$ cat src/rtl/uart_tx_if.sv
// uart_tx_if -- handshake and serial-line bundle for the uart_tx transmitter.
//
// Signals:
//   tx_start  request to send tx_data (driven by master)
//   tx_data   byte to send, sampled only when a request is accepted (master)
//   txd       serial line, idle high (driven by slave)
//   tx_busy   high from acceptance until frame end (slave)
//   tx_done   one-cycle pulse at frame end (slave)
//
// Modports:
//   master  the byte producer (drives tx_start/tx_data)
//   slave   the transmitter itself (drives txd/tx_busy/tx_done)

interface uart_tx_if;
    logic       tx_start;
    logic [7:0] tx_data;
    logic       txd;
    logic       tx_busy;
    logic       tx_done;

    modport master (
        output tx_start,
        output tx_data,
        input  txd,
        input  tx_busy,
        input  tx_done
    );

    modport slave (
        input  tx_start,
        input  tx_data,
        output txd,
        output tx_busy,
        output tx_done
    );
endinterface

$ cat src/rtl/uart_tx.sv
// uart_tx -- 8N1 UART transmitter with optional even parity bit.
//
// Parameters:
//   BPS_DR   bit period minus one, in clk cycles (default 5207 -> 9600 baud
//            at 50 MHz).
//
// Ports:
//   clk      system clock, all logic on the rising edge
//   rst_n    asynchronous active-low reset
//   bus      uart_tx_if.slave: tx_start/tx_data in, txd/tx_busy/tx_done out
//
// Configuration:
//   UART_TX_PARITY_EN  when defined, an even-parity bit (XOR of the 8 data
//                      bits) is sent between the last data bit and the stop
//                      bit. When undefined the frame is start + 8 data + stop
//                      and no parity logic exists.
//
// All three outputs come straight from flops, so txd never glitches.

module uart_tx #(
    parameter logic [12:0] BPS_DR = 13'd5207
) (
    input  logic       clk,
    input  logic       rst_n,
    uart_tx_if.slave   bus
);

    typedef enum logic [2:0] {
        IDLE   = 3'd0,
        START  = 3'd1,
        DATA   = 3'd2,
        PARITY = 3'd3,
        STOP   = 3'd4
    } state_t;

    state_t      state_q;
    logic [12:0] div_q;
    logic [2:0]  bit_q;
    logic [7:0]  shift_q;
    logic        txd_q;
    logic        tx_busy_q;
    logic        tx_done_q;
    logic        bit_end;

    // The current bit has been on the line for BPS_DR+1 cycles.
    assign bit_end = (div_q == BPS_DR);

    assign bus.txd     = txd_q;
    assign bus.tx_busy = tx_busy_q;
    assign bus.tx_done = tx_done_q;

    // The latched byte is never shifted; bit_q indexes it directly so the
    // full byte stays available for the parity bit.
    always_ff @(posedge clk or negedge rst_n) begin
        if (!rst_n) begin
            state_q   <= IDLE;
            div_q     <= '0;
            bit_q     <= '0;
            shift_q   <= '0;
            txd_q     <= 1'b1;
            tx_busy_q <= 1'b0;
            tx_done_q <= 1'b0;
        end else begin
            tx_done_q <= 1'b0;
            div_q     <= bit_end ? 13'd0 : div_q + 13'd1;

            case (state_q)
                IDLE: begin
                    div_q <= '0;
                    bit_q <= '0;
                    txd_q <= 1'b1;
                    if (bus.tx_start) begin
                        shift_q   <= bus.tx_data;
                        txd_q     <= 1'b0;
                        tx_busy_q <= 1'b1;
                        state_q   <= START;
                    end
                end

                START: begin
                    if (bit_end) begin
                        txd_q   <= shift_q[0];
                        bit_q   <= '0;
                        state_q <= DATA;
                    end
                end

                DATA: begin
                    if (bit_end) begin
                        if (bit_q == 3'd7) begin
`ifdef UART_TX_PARITY_EN
                            txd_q   <= ^shift_q;
                            state_q <= PARITY;
`else
                            txd_q   <= 1'b1;
                            state_q <= STOP;
`endif
                        end else begin
                            bit_q <= bit_q + 3'd1;
                            txd_q <= shift_q[bit_q + 3'd1];
                        end
                    end
                end

`ifdef UART_TX_PARITY_EN
                PARITY: begin
                    if (bit_end) begin
                        txd_q   <= 1'b1;
                        state_q <= STOP;
                    end
                end
`endif

                STOP: begin
                    // Dropping busy here lets a tx_start held during the
                    // tx_done cycle be accepted with no idle gap.
                    if (bit_end) begin
                        txd_q     <= 1'b1;
                        tx_busy_q <= 1'b0;
                        tx_done_q <= 1'b1;
                        state_q   <= IDLE;
                    end
                end

                default: begin
                    txd_q     <= 1'b1;
                    tx_busy_q <= 1'b0;
                    state_q   <= IDLE;
                end
            endcase
        end
    end

endmodule
$ cat src/flat_wrapper.sv
// flat-port wrapper written by rule: the top's interface ports become plain ports
module uart_tx_flat 
#(
    parameter logic [12:0] BPS_DR = 13'd5207
)
  (clk, rst_n, bus_tx_start, bus_tx_data, bus_txd, bus_tx_busy, bus_tx_done);
  uart_tx_if bus_i ();
  input  logic clk;
  input  logic rst_n;
  input wire logic [$bits(bus_i.tx_start)-1:0] bus_tx_start;
  input wire logic [$bits(bus_i.tx_data)-1:0] bus_tx_data;
  output wire logic [$bits(bus_i.txd)-1:0] bus_txd;
  output wire logic [$bits(bus_i.tx_busy)-1:0] bus_tx_busy;
  output wire logic [$bits(bus_i.tx_done)-1:0] bus_tx_done;
  assign bus_i.tx_start = bus_tx_start;
  assign bus_i.tx_data = bus_tx_data;
  assign bus_txd = bus_i.txd;
  assign bus_tx_busy = bus_i.tx_busy;
  assign bus_tx_done = bus_i.tx_done;
  uart_tx #(.BPS_DR(BPS_DR)) u_core (.clk(clk), .rst_n(rst_n), .bus(bus_i));
endmodule
$ cat config.mk
export PLATFORM = sky130hd
export DESIGN_NAME = uart_tx_flat
export DESIGN_NICKNAME = d
export VERILOG_FILES = /design/src/rtl/uart_tx_if.sv /design/src/rtl/uart_tx.sv /design/src/flat_wrapper.sv
export SDC_FILE = /design/constraint.sdc
export NUM_CORES = 1
export LEC_CHECK = 0
export ABC_CLOCK_PERIOD_IN_PS = 2100
export CORE_UTILIZATION = 51
export CTS_CLUSTER_SIZE = 10
export DETAILED_ROUTE_END_ITERATION = 8
export PLACE_DENSITY = 0.82
export SETUP_SLACK_MARGIN = 0.2
export SYNTH_ARGS = -nofsm -noshare
export SYNTH_HDL_FRONTEND = slang
export SYNTH_SLANG_ARGS = --single-unit
$ cat constraint.sdc
create_clock -name clk -period 2.1 [get_ports clk]
set_input_delay 0.42 -clock clk [delete_from_list [all_inputs] [get_ports clk]]
set_output_delay 0.42 -clock clk [all_outputs]
set_load 0.05 [all_outputs]
==> out/metrics.csv, run 1 <==
metric;value;unit
ANT nets after route;0;
total power;1.477;mW
top cell type's share of synthesized area;46.51;%
worst reg2reg path depth;5;
Final Setup Violations;0;
crit-path leading delay family;flip-flops;
post-route minimum period;1821;ps
Worst Path Class, Setup;register to output pin;
Buf/Inv on CP;1;
GRT Util Overall;20.68;%
design area;1828;µm²
headroom to the max-slew limit;54.03;%
syn_nets;153;
Synth cell types;39;
Vias/cell;5.927;
Tightest Pin Transition;683.7;ps
Initial Util;55.15;%
Crit Reg-Reg Endpoint;u_core.bit_q[2];
critical path arrival;1400;ps
Placed Area;1753;µm²
number of remaining DRC errors;1;
clock buffer depth;2;
hold bufs inserted after CTS;0;
Layout area overhead;17.16;%
Startpoint Class;register;
commonest non-fill, non-tap cell in the layout;dfrtp_1;
Final #Nets;173;
violated checks;DRC;
Hold Vio Cnt, Final;0;
CTS tree;built;
asr flop ratio synth;100.0;%
CP Capture Type;output pin;
vias in the first global route;1111;
Synth Register Bits;30;
Slew Viols, Final;0;
First-pass DRT Iterations;6;
sequential element share of the synthesized area;48.20;%
outcome;complete, but fails checks;
TritonCTS Buffers;5;
synth top area cells;dfrtp_1 47%, mux2_2 5.8%, xor2_1 5.6%;
Yosys warnings;0;
total grt overflow;0;
LEAKAGE;0.8192;nW
Fin Setup TNS;0;ps
Routed WL;2847;µm
initial antenna violation count;0;
die height;57.31;µm
setup repair after global routing missed its margin;no;
share of layout cells above drive strength 1;23.75;%
ys flop type;dfrtp_1;
initial DRC count;65;
die footprint;3284;µm²
worst skew pair latency;330;ps
core footprint;2829;µm²
max-cap violations;0;
CP max FO;2;
Layout fillers;241;
synthesized area;1560;µm²
r2r setup slk;300;ps
post-synthesis cell count;139;
slowest stage cell, crit path;dfstp_2;
CTS H-tree depth;2;
syn avg cell area;11.22;µm²
Worst Path Required;1680;ps
row count;19;
Worst Hold Class;primary input to asynchronous set/reset pin;
Root Buffer;clkbuf_4;
cell taking the most area after synthesis;dfrtp_1;
final worst-path cycle share;86.71;%
IO Pins;14;
WL per Instance;14.91;µm
clock input transition at the sequential cells of the worst setup and hold paths;90;ps
largest net degree at the start of global routing;31;
worst vdd rail ir drop;0.5545;mV
pwr dens;808.0;nW/µm²
Post-synth EDFFs;0;
CTS sink count;30;
vias;1132;
first-pass GRT wire length;5085;µm
die width;57.31;µm
fin util;64.62;%
CP Cell Sequence;dlygate4sd2_1;
maximum clock rate;0.5492;GHz
IO Port Bufs;13;
Clock Skew;9.122;ps
R2R Path Start;u_core.bit_q[0];
# diodes;0;
hpwl dp;2069;µm
GP Congestion;0.8441;
Worst path max stage delay;550;ps
commonest cells after routing, fill and taps aside;29 x dfrtp_1, 14 x nor2_1, 10 x xor2_1, 10 x clkdlybuf4s50_1, 8 x mux2_2;
-- registers in the layout, summed over array words and instances, names as in the netlist --
name	count
u_core.shift_q	8
u_core.bit_q	3
u_core.state_q	3
u_core.bus.txd	1
u_core.bus.tx_done	1
u_core.bus.tx_busy	1
u_core.div_q	13
-- final cells by class --
cell class / instances / area [µm²] / area share (%)
well taps: 31 / 38.79 / 2.122
clock buffers: 7 / 55.05 / 3.012
multi-input cells: 99 / 783.3 / 42.85
flip-flops and latches: 30 / 752.0 / 41.14
inverters: 3 / 11.26 / 0.6160
clock inverters: 1 / 5.005 / 0.2738
repair buffers: 20 / 182.7 / 9.993
-- timing repair --
item                       in CTS  in global routing
buffers inserted                0                  0
pin swaps                       1                  1
gates resized for setup         4                  4
setup endpoints to repair       3                  7
-- cell usage after synthesis (all sizes together) (2+ instances only) --
library cell and count:
a21oi 7, and2 2, and3 4, buf 4, clkbuf 3, dfrtp 29
ha 3, inv 3, mux2 10, mux4 2, nand2 4, nand3 5
nand4 4, nor2 14, nor2b 4, nor4b 5, nor4bb 2, o21ai 4
o31ai 3, or3 3, xor2 10
-- report_power, final --
part           internal [mW]  leakage, nW  total [mW]  switching, mW
sequential             0.694        0.381       0.782         0.0886
clock                  0.162       0.0353       0.354          0.192
combinational          0.184        0.403       0.341          0.156
-- cells by family after synthesis --
family / count (synthesis) / share of synthesized area, %
simple gates: 52 / 21.41
xor+xnor: 11 / 6.175
compound gates: 20 / 8.340
mux: 13 / 10.75
fa+ha+maj: 3 / 2.406
flops: 30 / 48.20
buf+inv: 10 / 2.726
-- routing by layer --
metal  track usage, %  vias up  wire length, µm
met5                0        -                0
met4            5.226        0               34
met3            6.122        3              128
met2            33.78       22             1378
met1            27.26      563             1307
li1                 -      544                -
-- stage by stage --
stage	setup slack, ps	hold slack, ps	std cells
after floorplan	216.7	124.4	139
after global placement	272.4	433.8	183
after detailed placement	214.1	441.7	183
after CTS	200.2	453.2	191
after global routing	217.9	476.4	191
final	279.0	456.1	191
-- worst max path at each step --
| stage | start | to | slack, ps | cells after the start |
|---|---|---|---|---|
| 2_1_floorplan | u_core.bit_q[0] | u_core.bit_q[1] | 220 | 5 |
| 6_report | u_core.bus.txd | bus_txd | 280 | 1 |
| 4_1_cts | u_core.bit_q[0] | u_core.bit_q[2] | 200 | 5 |
| 3_5_place_dp | u_core.bit_q[0] | u_core.bit_q[1] | 210 | 5 |
| 5_1_grt | u_core.div_q[5] | u_core.div_q[5] | 220 | 6 |
| 3_3_place_gp | u_core.bit_q[0] | u_core.bit_q[1] | 270 | 5 |
(Power assumes the default switching activity.)
==> run 2: changes to the inputs <==
SETUP_SLACK_MARGIN = not set   (was 0.2)
==> out/metrics.csv, run 2 (same netlist as run 1, synthesis figures left out) <==
metric;value;unit
worst reg2reg path depth;5;
Routed WL;3089;µm
crit-path leading delay family;compound AO/OA/AOI/OAI gates;
First-pass DRT Iterations;6;
Crit. path cell count;5;
commonest non-fill, non-tap cell in the layout;dfrtp_1;
max reg flops;13;
hpwl dp;2260;µm
Tightest Pin Transition;744.0;ps
Worst path max stage delay;430;ps
setup repair after global routing missed its margin;no;
hold-critical path depth;1;
Vias/cell;6.021;
Initial Util;55.15;%
Internal Power;1.007;mW
CP Capture Type;register;
row count;19;
clock input transition at the sequential cells of the worst setup and hold paths;90;ps
post-route minimum period;1975;ps
share of layout cells above drive strength 1;19.88;%
first-pass GRT wire length;5340;µm
max-cap violations;0;
Worst Path Class, Setup;register to register;
CP Cell Sequence;ha_1 -> ha_1 -> or2_2 -> a221o_2 -> mux2_1;
Startpoint Class;register;
worst vdd rail ir drop;0.5827;mV
initial DRC count;34;
Largest regs;u_core.div_q (13), u_core.shift_q (8);
slowest stage cell, crit path;a221o_2;
die height;57.31;µm
# diodes;0;
maximum clock rate;0.5063;GHz
TritonCTS Buffers;5;
Worst Hold Class;register to register;
IO Pins;14;
GRT Util Overall;22.17;%
outcome;complete, but fails checks;
total grt overflow;0;
WL per Instance;16.09;µm
CTS H-tree depth;2;
CP max FO;3;
post-CTS setup buffers;0;
LEAKAGE;0.8017;nW
CTS tree;built;
headroom to the max-slew limit;49.97;%
worst skew pair latency;320;ps
Layout area overhead;15.72;%
vias in the first global route;1160;
largest net degree at the start of global routing;31;
die footprint;3284;µm²
critical path arrival;2180;ps
violated checks;DRC;
GP Congestion;0.8338;
clock power share;21.8;%
Final #Nets;174;
Switching Fraction;30.00;%
core footprint;2829;µm²
Root Buffer;clkbuf_4;
vias;1156;
final std cells w/o fill;192;
final worst-path cycle share;94.05;%
most frequent CP cell;ha_1;
initial antenna violation count;0;
Slew Viols, Final;0;
die width;57.31;µm
Fin Setup TNS;0;ps
Worst Path Required;2310;ps
combinational cell fraction of total power;23.8;%
Layout fillers;250;
Switch Pwr;0.4314;mW
CTS sink count;30;
r2r setup slk;120;ps
Clock Skew;5.513;ps
pwr dens;796.5;nW/µm²
commonest cells after routing, fill and taps aside;29 x dfrtp_1, 14 x nor2_1, 12 x clkdlybuf4s50_1, 10 x xor2_1;
ANT nets after route;0;
dpl cells;184;
Seq pwr share;54.4;%
number of remaining DRC errors;1;
Largest Register;u_core.div_q;
Final Setup Violations;0;
clock buffer depth;2;
Buf/Inv on CP;0;
Hold Vio Cnt, Final;0;
IO Port Bufs;13;
## run 2: changes by cell type in the layout (fill, tap and decap cells not counted), sizes merged
cell / change
clkinv: -1
clkdlybuf4s50: +2
dlymetal6s2s: -1
dlygate4sd2: -1
clkbuf: +1
buf: +1
## run 2: timing repair
item,CTS,global route
setup endpoints to repair,1,0
hold buffers,0,0
resized for setup,1,0
## run 2: power by group through the flow
stage	clock (mW)	sequential, mW	combinational [mW]
2_1_floorplan	0	0.796	0.225
3_3_place_gp	0	0.781	0.331
3_5_place_dp	0	0.790	0.348
4_1_cts	0.328	0.781	0.345
5_1_grt	0.349	0.797	0.386
6_report	0.314	0.782	0.342
## run 2: stage by stage
step	total power, mW	setup WS [ps]	hold slack, ps	area, µm²	util, %
floorplan	1.021	165.4	124.4	1560	-
global placement	1.112	223.2	433.8	1758	62.14
detailed placement	1.138	141.1	443.6	1758	62.14
CTS	1.454	126.8	464.0	1805	63.82
global route	1.532	82.33	483.5	1805	63.82
finish	1.438	124.9	458.5	1805	63.82
## run 2: layout make-up
cell class	instances	area, µm²	share of cell area [%]
multi-input combinational	99	765.7	42.41
inverter	3	11.26	0.6237
tap	31	38.79	2.148
sequential	30	752.0	41.65
clock buffer	8	48.80	2.703
timing repair buffer	21	188.9	10.46
## run 2: per-layer routing
layer / part of all wire, % / GRT usage [%] / up-vias
met2: 50 / 35.29 / 19
met1: 45 / 27.93 / 578
met5: 0 / 0 / -
met3: 3.0 / 6.122 / 9
li1: - / - / 550
met4: 2.6 / 11.15 / 0
## run 2: path summary, 6_finish.rpt
check / from / to
worst max-delay path: u_core.bit_q[1] / u_core.bit_q[1]
worst min-delay path: u_core.div_q[0] / u_core.div_q[0]
worst max register to register: u_core.bit_q[1] / u_core.bit_q[1]
worst min register to register: u_core.div_q[0] / u_core.div_q[0]
max in group asynchronous: rst_n / u_core.bus.txd
min in group asynchronous: rst_n / u_core.state_q[2]
==> run 3: changes to the inputs <==
ABC_CLOCK_PERIOD_IN_PS = 2280   (was 2100)
CORE_UTILIZATION = 60   (was 51)
PLACE_DENSITY = 0.9   (was 0.82)
clock period = 2.28 ns   (was 2.1 ns; I/O delays follow)
==> out/metrics.csv, run 3 (same netlist as run 1, synthesis figures left out) <==
metric;value;unit
CTS tree;built;
vias in the first global route;1141;
row count;18;
share of layout cells above drive strength 1;19.23;%
Worst path max stage delay;790;ps
hold bufs inserted after CTS;0;
total grt overflow;0;
commonest non-fill, non-tap cell in the layout;dfrtp_1;
Initial Util;62.98;%
vias;1114;
setup repair after global routing missed its margin;no;
Placed Area;1734;µm²
first-pass GRT wire length;4864;µm
Largest Register;u_core.div_q;
Worst Path Required;1820;ps
core footprint;2477;µm²
critical path arrival;1640;ps
CTS sink count;30;
IO Port Bufs;13;
Fin Setup TNS;0;ps
initial antenna violation count;0;
TritonCTS Buffers;5;
max-cap violations;0;
Largest regs;u_core.div_q (13), u_core.shift_q (8);
crit-path leading delay family;buffers and inverters;
worst vdd rail ir drop;0.5749;mV
Vias/cell;5.989;
Layout area overhead;14.43;%
worst skew pair latency;330;ps
number of remaining DRC errors;1;
largest net degree at the start of global routing;31;
pwr dens;751.3;nW/µm²
Final #Nets;171;
Slew Viols, Final;0;
clock input transition at the sequential cells of the worst setup and hold paths;80;ps
post-CTS sizing;0;
Buf/Inv on CP;1;
Hold Vio Cnt, Final;0;
commonest cells after routing, fill and taps aside;29 x dfrtp_1, 14 x nor2_1, 13 x clkdlybuf4s50_1, 10 x xor2_1, 8 x mux2_2;
Layout fillers;205;
Startpoint Class;register;
post-CTS setup buffers;0;
Worst Hold Class;register to register;
outcome;complete, but fails checks;
CP max FO;2;
headroom to the max-slew limit;65.64;%
First-pass DRT Iterations;6;
die footprint;2808;µm²
Tightest Pin Transition;515.4;ps
Routed WL;2898;µm
violated checks;DRC;
die height;53.00;µm
IO Pins;14;
slowest stage cell, crit path;clkdlybuf4s50_1;
# diodes;0;
CP Capture Type;output pin;
Worst Path Class, Setup;register to output pin;
CTS H-tree depth;2;
max reg flops;13;
ANT nets after route;0;
GP Congestion;0.8940;
initial DRC count;24;
die width;53.00;µm
CP Cell Sequence;clkdlybuf4s50_1;
Final Setup Violations;0;
GRT Util Overall;25.03;%
Clock Skew;12.15;ps
Root Buffer;clkbuf_4;
post-route minimum period;2099;ps
final worst-path cycle share;92.08;%
maximum clock rate;0.4763;GHz
clock buffer depth;2;
LEAKAGE;0.7885;nW
WL per Instance;15.58;µm
design area;1785;µm²
run 3: report_power, final:
part           switching, mW  internal [mW]  total (mW)
combinational          0.147          0.172       0.319
sequential            0.0803          0.639       0.719
clock                  0.165          0.139       0.303
total                  0.392          0.950        1.34
run 3: area by class of cell:
type	count	area, µm²	area share, %
clock buffer	6	51.30	2.873
sequential	30	752.0	42.12
tap	30	37.54	2.102
inverter	3	11.26	0.6307
timing repair buffer	18	167.7	9.390
multi-input combinational	99	765.7	42.89
run 3: path summary, 6_finish.rpt:
check | startpoint | to | slack (ps) | cells after the start
max in group asynchronous | rst_n | u_core.bus.txd | 1460 | 2
worst min register to register | u_core.div_q[0] | u_core.div_q[0] | 450 | 1
worst max-delay path | u_core.bus.txd | bus_txd | 180 | 1
worst min-delay path | u_core.div_q[0] | u_core.div_q[0] | 450 | 1
min in group asynchronous | rst_n | u_core.state_q[1] | 500 | 2
worst max register to register | u_core.bit_q[0] | u_core.bit_q[2] | 230 | 5
run 3: metal layers:
layer / vias up / track usage, % / part of all wire [%]
li1: 538 / - / -
met1: 556 / 31.04 / 44
met2: 15 / 39.87 / 51
met3: 5 / 6.034 / 3.1
met4: 0 / 13.60 / 1.6
met5: - / 0 / 0
run 3: per-stage QoR:
step | total power, mW | std cells | worst slack, ps | util (%) | hold WS, ps
finish | 1.341 | 186 | 180.6 | 72.07 | 451.8
global route | 1.431 | 186 | 133.8 | 72.07 | 496.3
CTS | 1.358 | 186 | 165.5 | 72.07 | 456.2
detailed placement | 1.051 | 180 | 242.7 | 70.00 | 450.9
global placement | 1.024 | 180 | 312.1 | 70.00 | 434.3
floorplan | 0.9399 | 139 | 345.4 | - | 160.4
